$ cat config.mk
export PLATFORM = sky130hd
export DESIGN_NAME = booth_datapath
export DESIGN_NICKNAME = d
export VERILOG_FILES = /design/src/rtl/booth_datapath.sv
export SDC_FILE = /design/constraint.sdc
export NUM_CORES = 1
export LEC_CHECK = 0
export CAP_MARGIN = 40
export CORE_MARGIN = 3
export CORE_UTILIZATION = 45
export DETAILED_ROUTE_END_ITERATION = 7
export PLACE_DENSITY = 0.88
export SYNTH_ARGS = -nofsm -noshare
export SYNTH_HDL_FRONTEND = slang
export SYNTH_SLANG_ARGS = --single-unit
$ cat constraint.sdc
create_clock -name clock -period 3.2 [get_ports clock]
set_input_delay 0.48 -clock clock [delete_from_list [all_inputs] [get_ports clock]]
set_output_delay 0.48 -clock clock [all_outputs]
set_load 0.05 [all_outputs]
$ cat src/rtl/booth_datapath.sv
// Register/arithmetic datapath for a radix-2 Booth sequential multiplier.
// Holds M, A, Q and Qm1; all control decisions come from an external FSM.
module booth_datapath #(
   parameter int N = 4
) (
   input  logic           clock,
   input  logic           reset,
   input  logic           LM,
   input  logic           LA1,
   input  logic           LA0,
   input  logic           LQ1,
   input  logic           LQ0,
   input  logic           AS,
   input  logic [N-1:0]   multiplicand_in,
   input  logic [N-1:0]   multiplier_in,
   output logic           Q0,
   output logic           Qm1,
   output logic [N-1:0]   A_out,
   output logic [2*N-1:0] product
);

   logic [N-1:0] m_reg;
   logic [N-1:0] a_reg;
   logic [N-1:0] q_reg;
   logic         qm1_reg;
   logic [N-1:0] sum;

   // Add/sub always works on the pre-edge M, even when M is reloaded this cycle.
   always_comb begin
      sum = AS ? (a_reg - m_reg) : (a_reg + m_reg);
   end

   always_ff @(posedge clock) begin
      if (reset) begin
         m_reg   <= '0;
         a_reg   <= '0;
         q_reg   <= '0;
         qm1_reg <= 1'b0;
      end else begin
         if (LM) m_reg <= multiplicand_in;

         case ({LA1, LA0})
            2'b01:   a_reg <= sum;
            2'b10:   a_reg <= {a_reg[N-1], a_reg[N-1:1]};
            2'b11:   a_reg <= '0;
            default: a_reg <= a_reg;
         endcase

         // Shift takes the old A[0], so add+shift in one cycle never sees the sum.
         case ({LQ1, LQ0})
            2'b01: begin
               q_reg   <= multiplier_in;
               qm1_reg <= 1'b0;
            end
            2'b10: begin
               q_reg   <= {a_reg[0], q_reg[N-1:1]};
               qm1_reg <= q_reg[0];
            end
            2'b11: begin
               q_reg   <= '0;
               qm1_reg <= 1'b0;
            end
            default: begin
               q_reg   <= q_reg;
               qm1_reg <= qm1_reg;
            end
         endcase
      end
   end

   assign Q0      = q_reg[0];
   assign Qm1     = qm1_reg;
   assign A_out   = a_reg;
   assign product = {a_reg, q_reg};

endmodule

==> results of run 1 <==
[worst max-delay path by stage]
stage,startpoint,to,cells after the start
4_1_cts,AS,A_out[3],8
5_1_grt,AS,A_out[3],8
3_3_place_gp,AS,A_out[3],8
3_5_place_dp,AS,A_out[3],8
6_report,AS,A_out[3],8
2_1_floorplan,m_reg[0],A_out[3],9
[cells in the mapped netlist]
library cell / count
a21oi_1: 4
buf_4: 5
clkbuf_1: 3
dfxtp_1: 13
fa_1: 1
ha_1: 4
inv_1: 5
mux2_2: 2
mux2i_1: 12
nand2b_1: 1
nand2b_4: 1
nor2_1: 17
nor2b_1: 2
nor3_1: 3
o21a_1: 2
o221ai_1: 1
o22a_2: 2
o311ai_1: 1
or2_2: 1
or4_1: 1
xnor2_1: 2
xor2_1: 1
[cell families (layout without fill, tap and decap cells)]
logic type / count (synthesis) / count (layout) / share of synthesized area
XOR/XNOR: 3 / 3 / 0.0344
AO/OA/AOI/OAI: 10 / 10 / 0.0949
adder cells (fa/ha/maj): 5 / 5 / 0.0917
buffers and inverters: 13 / 38 / 0.0884
AND/OR/NAND/NOR: 26 / 26 / 0.164
multiplexers: 14 / 14 / 0.187
flip-flops: 13 / 13 / 0.340
[metrics by stage]
stage	utilization	cell area [sq um]	hold WS, ps	cells	setup WS [ps]
after floorplan	-	764	480	84	1040
after global placement	0.658	1030	498	121	578
after detailed placement	0.658	1030	518	121	498
after CTS	0.675	1050	542	125	795
after global routing	0.675	1050	590	125	725
final	0.675	1050	539	125	779
[cells in the final DEF, fill, tap and decap left out]
master | Yosys | layout
xor2_1 | 1 | 1
nand2b_4 | 1 | 1
ha_1 | 4 | 4
nor2_1 | 17 | 17
o311ai_1 | 1 | 1
o22a_2 | 2 | 2
inv_1 | 5 | 5
clkdlybuf4s50_1 | 0 | 29
nor3_1 | 3 | 3
or2_2 | 1 | 1
or4_1 | 1 | 1
o21a_1 | 2 | 2
mux2_2 | 2 | 2
clkbuf_4 | 0 | 3
dfxtp_1 | 13 | 13
a21oi_1 | 4 | 4
clkbuf_1 | 3 | 1
nor2b_1 | 2 | 2
mux2i_1 | 12 | 12
nand2b_1 | 1 | 1
xnor2_1 | 2 | 2
fa_1 | 1 | 1
o221ai_1 | 1 | 1
[worst max-delay path, cell delays in order]
cell,delay [ps]
clkdlybuf4s50_1,540
mux2_2,380
inv_1,80
ha_1,220
nor2b_1,130
o21a_1,170
or4_1,390
o311ai_1,220
[per-layer routing]
layer	track usage	part of all wire	wire (um)	vias to the layer above
li1	-	-	-	334
met1	0.189	0.43	681	279
met2	0.282	0.48	757	24
met3	0.0536	0.061	96	4
met4	0.127	0.029	46	0
met5	0	0	0	-
[power by group]
part	internal (mW)	total (mW)	switching, mW
Sequential	0.171	0.180	0.00955
Clock	0.0483	0.0978	0.0495
Combinational	0.0648	0.139	0.0744
Total	0.284	0.417	0.134
[cell type report]
cell class              count  area, sq um
multi-input cells          58          437
well taps                  16         20.0
inverters                   5         18.8
clock buffers               4         26.3
fillers                   126          507
repair buffers             29          290
flip-flops and latches     13          260
==> impl_metrics.toml, run 1 <==
[clock_network]
ctsRootBufferMaster = "clkbuf_4"
clock_insertion_delay_worst_skew_ps = 270
postCtsHoldBufs = 0
worst_setup_hold_path_clk_slew_ps = 80
postCtsSetupRepairBufs = 0
cts_tree = "yes"
number_of_buffers_inserted_during_clock_tree_synthesis = 3
numClockSinks = 13
clock_path_buffers = 2
number_of_gates_resized_after_cts = 0
htree_depth = 1

[worst_hold_path]
hold_start = "Qm1"
timing.hold.worst_path_depth = 2
timing.hold.worst.class = "reg2reg"
hold_ep = "Qm1"

[setup_path]
setup.reg_to_reg.worst_slack_ps = 870
worstReg2RegEnd = "A_out[3]"
r2r_start = "m_reg[0]"
crit_fanout = 4
worst_ep_required_time_ps = 3380
setup.worst_path.start_class = "input port"
crit_arrival_ps = 2610
setup.worst_path.class = "in2reg"
reg2reg_depth = 9
crit_path_end_kind = "flop"

[timing]
finalCriticalPeriod_ps = 2420
timing.final.setup_violations = 0
slew_headroom = 0.651
report.final.slew_viol_count = 0
fin_crit_sh = 0.757
worst-slew-pin-transition_ps = 522
hold_violations = 0
grt_setup_unrepaired = "no"
clock-skew-final_ps = 5.12
fin_setup_tns_ps = 0
maximum_clock_frequency_ghz = 0.413

[floorplanning]
placeableCoreArea_sq_um = 1560
initial_core_util = 0.490
die_h_um = 47.2
std_cell_rows = 14
dieArea_sq_um = 2230
ios = 30
die_width_um = 47.2

[global_route]
grt_max_degree = 16
grt_usage = 0.174
grt_pass1_wl_um = 2640
grt_antenna_before_repair = 0
grt-ovfl-total = 0
grt_pass1_vias = 658

[yosys]
yosys.cell_types.count = 22
synth_largest_area_cell = "dfxtp_1"
syn_area_sq_um = 764
yosys.area.top_type_share = 0.340
post_synth_main_area_contributors = "dfxtp_1 34%, mux2i_1 16%, nor2_1 8.3%, ha_1 6.5%, buf_4 4.9%"
yosysWarningCount = 0
number_of_synthesized_register_bits = 13
netlist_instances = 84
mappedNetlistNets = 105
post_synth.cell_area_avg_sq_um = 9.10
seq_area_frac_synth = 0.340

[detailed_routing]
drtPass1Iterations = 3
route.vias.total = 641
wl_per_cell_um = 12.7
route.detailed.drc = 0
first_iter_violations = 3
routed_wirelength_um = 1580
antenna_violating_nets_post_route = 0
routed_via_density = 5.13

[power_and_ir_drop]
finalPower_uw = 417
powerDensity_nw_per_um2 = 396
irDropWorstVdd_mv = 0.270
leakage_nw = 0.424

[placed_design]
post-dp-hpwl_um = 1320
finalWeightedCongestion = 0.836
port_buffers = 29

[finish]
num-nets-final = 131
drive_above_1_share = 0.0826
n_antenna_cell = 0
layout-area-overhead-vs-synth_pct = 37.6

[status]
run_status = "completed"

[run]
timing.max_cap.violations = 0
(Power assumes the default switching activity.)
==> inputs of run 2 (changes only) <==
CORE_UTILIZATION = 42   (was 45)
PLACE_DENSITY = 0.84   (was 0.88)
clock period = 2.4 ns   (was 3.2 ns; I/O delays follow)
==> run 2 against run 1 <==
  * Wire length is 5.0% higher
  * Design area is 4.0% higher
  * Clock skew shrank 1.4 ps
  * Clock power rose by 34%
  * Utilization up 0.44 points
  * Worst hold slack got worse by 16 ps
  * First-iteration DRC count rose to 3.3 times the previous value
  * Flip-flop and latch count did not move
  * Worst setup slack got worse by 630 ps
  * Clock-buffer cell count is the same
==> impl_metrics.toml, run 2 (synthesis results as in run 1) <==
[timing]
maximum_clock_frequency_ghz = 0.445
clock-skew-final_ps = 3.73
slew_headroom = 0.664
setup_ws_ps = 151
finalCriticalPeriod_ps = 2250
report.final.slew_viol_count = 0
hold_violations = 0
fin_setup_tns_ps = 0
fin_crit_sh = 0.937
worst-slew-pin-transition_ps = 503
timing.final.setup_violations = 0
grt_setup_unrepaired = "no"

[clock_network]
clock_insertion_delay_worst_skew_ps = 270
htree_depth = 1
cts_tree = "yes"
numClockSinks = 13
ctsRootBufferMaster = "clkbuf_4"
number_of_buffers_inserted_during_clock_tree_synthesis = 3
clock_path_buffers = 2
worst_setup_hold_path_clk_slew_ps = 80

[global_route]
globalRouteMet1Util = 0.168
gr-usage-met2 = 0.258
grt_max_degree = 15
grt_antenna_before_repair = 0
grt-ovfl-total = 0
grt_util_met3 = 0.0368
gr-max-usage-layer = "met2"
grt_pass1_vias = 680
grt_usage = 0.148
grt_pass1_wl_um = 2840

[floorplanning]
dieArea_sq_um = 2370
die_h_um = 48.7
std_cell_rows = 14
die_width_um = 48.7
initial_core_util = 0.474
placeableCoreArea_sq_um = 1610
ios = 30

[finish]
layout-area-overhead-vs-synth_pct = 43.2
final_common_cell = "clkdlybuf4s50_1"
n_antenna_cell = 0
drive_above_1_share = 0.134
layout.filler_cells = 141
regArea_sq_um = 263
num-nets-final = 134
layout_common_cells = "29 x clkdlybuf4s50_1, 17 x nor2_1, 12 x mux2i_1"
footprint_of_the_multi_input_gates_sq_um = 444

[setup_path]
r2r_start = "m_reg[0]"
crit_start = "m_reg[0]"
setup.worst_path.start_class = "flop"
setup.reg_to_reg.worst_slack_ps = 150
critPathCapture = "A_out[3]"
crit_arrival_ps = 2430
setup.worst_path.class = "reg2reg"
worst_ep_required_time_ps = 2590
crit_path_end_kind = "flop"
reg2reg_depth = 9
crit_fanout = 4
worstReg2RegEnd = "A_out[3]"

[placed_design]
finalWeightedCongestion = 0.788
post-dp-hpwl_um = 1340
port_buffers = 29
placement.setup.worst_slack_ps = -74.1

[status]
run_status = "completed"

[detailed_routing]
wl_per_cell_um = 12.2
antenna_violating_nets_post_route = 0
first_iter_violations = 10
route.detailed.drc = 0
routed_via_density = 5.01
routed_wirelength_um = 1660
route.vias.total = 682
drtPass1Iterations = 4

[power_and_ir_drop]
powerDensity_nw_per_um2 = 516
leakage_nw = 0.443
irDropWorstVdd_mv = 0.280

[run]
timing.max_cap.violations = 0

[worst_hold_path]
timing.hold.worst.class = "reg2reg"
[run 2: changes by cell type in the layout (fill, tap and decap cells not counted), sizes merged]
cell,before,now
buf,0,3
[run 2: per-stage QoR]
step	area [sq um]	total power, mW	utilization	hold slack (ps)	instances
2_1_floorplan	764	0.371	-	432	84
3_3_place_gp	1060	0.432	0.657	504	132
3_5_place_dp	1060	0.437	0.657	511	132
4_1_cts	1080	0.571	0.673	530	136
5_1_grt	1090	0.599	0.679	570	136
6_report	1090	0.565	0.679	523	136
[run 2: worst min path at each step]
stage	from	end	slack, ps	cells after the start
6_report	Qm1	Qm1	520	2
5_1_grt	Qm1	Qm1	570	2
4_1_cts	m_reg[3]	m_reg[3]	530	2
3_5_place_dp	m_reg[3]	m_reg[3]	510	2
3_3_place_gp	m_reg[3]	m_reg[3]	500	2
2_1_floorplan	reset	q_reg[0]	430	1
[run 2: where the power goes]
part / internal [mW] / switching, mW / leakage [nW]
Sequential: 0.228 / 0.0125 / 0.107
Combinational: 0.0912 / 0.102 / 0.321
Clock: 0.0643 / 0.0672 / 0.0150
[run 2: final cells by class]
cell class | instances | share of cell area
multi-input combinational | 58 | 0.406
timing repair buffer | 32 | 0.286
sequential | 13 | 0.240
tap | 24 | 0.0274
clock buffer | 4 | 0.0240
inverter | 5 | 0.0171
[run 2: what timing repair did]
action / in CTS / in global routing
setup buffers: 0 / 0
resized for setup: 0 / 3
endpoints found under the setup margin: 0 / 1
hold endpoints to repair: 0 / 0
hold buffers: 0 / 0
[run 2: worst max-delay path: stages (launching register included)]
cell,delay [ps]
dfxtp_2,360
inv_1,50
ha_1,280
mux2_2,270
inv_1,60
ha_1,210
nor2b_1,120
o21a_1,180
or4_1,420
o311ai_2,210
[run 2: metal layers]
| metal | share of wire | wire length, um |
|---|---|---|
| met2 | 0.48 | 798 |
| met3 | 0.065 | 108 |
| met4 | 0.033 | 55 |
| met1 | 0.42 | 699 |
| met5 | 0 | 0 |
==> inputs of run 3 (changes only) <==
clock period = 2.5 ns   (was 2.4 ns; I/O delays follow)
==> run 3 against run 2 <==
  * Global-route usage rose by 0.58 points
  * Die area stayed put
  * First-iteration DRC count shrank 30%
  * Flip-flop and latch count is the same
  * Clock power down 5%
  * Worst setup slack improved by 34 ps
  * Register-to-register slack improved by 30 ps
  * Critical path depth is the same
  * Via count fell by 1.0%
==> impl_metrics.toml, run 3 (synthesis results as in run 1) <==
[setup_path]
worst_ep_required_time_ps = 2680
r2r_start = "m_reg[0]"
setup.worst_path.start_class = "flop"
setup.worst_path.class = "reg2reg"
crit_path_end_kind = "flop"
crit_fanout = 4
crit_start = "m_reg[0]"
setup.reg_to_reg.worst_slack_ps = 190
crit_arrival_ps = 2490

[worst_hold_path]
hold_start = "Qm1"
timing.hold.worst.class = "reg2reg"

[finish]
drive_above_1_share = 0.107
number_of_cells_in_the_finished_layout_apart_from_fillers = 136
final_common_cell = "clkdlybuf4s50_1"
finalCoreUtilization = 0.673
layout.filler_cells = 147
n_antenna_cell = 0
layout_common_cells = "29 x clkdlybuf4s50_1, 17 x nor2_1, 13 x dfxtp_1"
num-nets-final = 134
final_cell_area_sq_um = 1080
layout-area-overhead-vs-synth_pct = 41.9
footprint_of_the_multi_input_gates_sq_um = 437
regArea_sq_um = 260

[timing]
fin_crit_sh = 0.926
finalCriticalPeriod_ps = 2310
setup_ws_ps = 186
slew_headroom = 0.664
hold_violations = 0
fin_setup_tns_ps = 0
grt_setup_unrepaired = "no"
report.final.slew_viol_count = 0
worst-slew-pin-transition_ps = 503
maximum_clock_frequency_ghz = 0.432
timing.final.setup_violations = 0
fin_worst_hold_slack_ps = 524
clock-skew-final_ps = 1.37

[placed_design]
placement.setup.worst_slack_ps = 0.960
dpl_cell_area_sq_um = 1060
post-dp-hpwl_um = 1360
finalWeightedCongestion = 0.788
port_buffers = 29
numPlacedInstances = 132

[clock_network]
clock_insertion_delay_worst_skew_ps = 260
cts_tree = "yes"
htree_depth = 1
ctsRootBufferMaster = "clkbuf_4"
number_of_gates_resized_after_cts = 0
postCtsSetupRepairBufs = 0
clock_path_buffers = 2
postCtsHoldBufs = 0
number_of_buffers_inserted_during_clock_tree_synthesis = 3
numClockSinks = 13
worst_setup_hold_path_clk_slew_ps = 80

[power_and_ir_drop]
leakage_nw = 0.439
powerDensity_nw_per_um2 = 497
irDropWorstVdd_mv = 0.301
finalPower_uw = 539

[global_route]
grt_max_degree = 15
grt-ovfl-total = 0
grt_pass1_vias = 683
grt_pass1_wl_um = 2910
grt_antenna_before_repair = 0
grt_usage = 0.154

[status]
run_status = "completed"

[floorplanning]
die_h_um = 48.7
dieArea_sq_um = 2370
placeableCoreArea_sq_um = 1610
die_width_um = 48.7
std_cell_rows = 14
initial_core_util = 0.474
ios = 30

[detailed_routing]
drtPass1Iterations = 2
route.vias.total = 675
wl_per_cell_um = 12.6
routed_wirelength_um = 1710
routed_via_density = 4.96
antenna_violating_nets_post_route = 0
first_iter_violations = 7
route.detailed.drc = 0

[run]
timing.max_cap.violations = 0
## run 3: power breakdown
part,internal (mW),switching (mW),leakage [nW]
clock,0.0616,0.0625,0.0150
combinational,0.0869,0.0980,0.318
sequential,0.218,0.0122,0.106
total,0.367,0.173,0.439
## run 3: worst paths after layout
kind	cells after the start	endpoint
hold / removal	2	Qm1
setup reg to reg	9	A_out[3]
hold reg to reg	2	Qm1
setup / recovery	9	A_out[3]
## run 3: critical path: stages (launching register included)
cell and delay [ps]:
dfxtp_1 390, inv_1 60, ha_1 280, mux2_2 270, inv_1 60, ha_1 210
nor2b_1 130, o21a_1 180, or4_1 410, o311ai_1 220
## run 3: area by class of cell
class | count | share of cell area
Clock buffer | 4 | 0.0242
Timing Repair Buffer | 32 | 0.288
Sequential cell | 13 | 0.240
Multi-Input combinational cell | 58 | 0.403
Tap cell | 24 | 0.0277
Inverter | 5 | 0.0173
## run 3: metal layers
| layer | track usage | vias to the layer above | wire length, um |
|---|---|---|---|
| met4 | 0.0853 | 0 | 43 |
| met5 | 0 | - | 0 |
| li1 | - | 334 | - |
| met2 | 0.262 | 24 | 854 |
| met1 | 0.172 | 311 | 714 |
| met3 | 0.0399 | 6 | 99 |
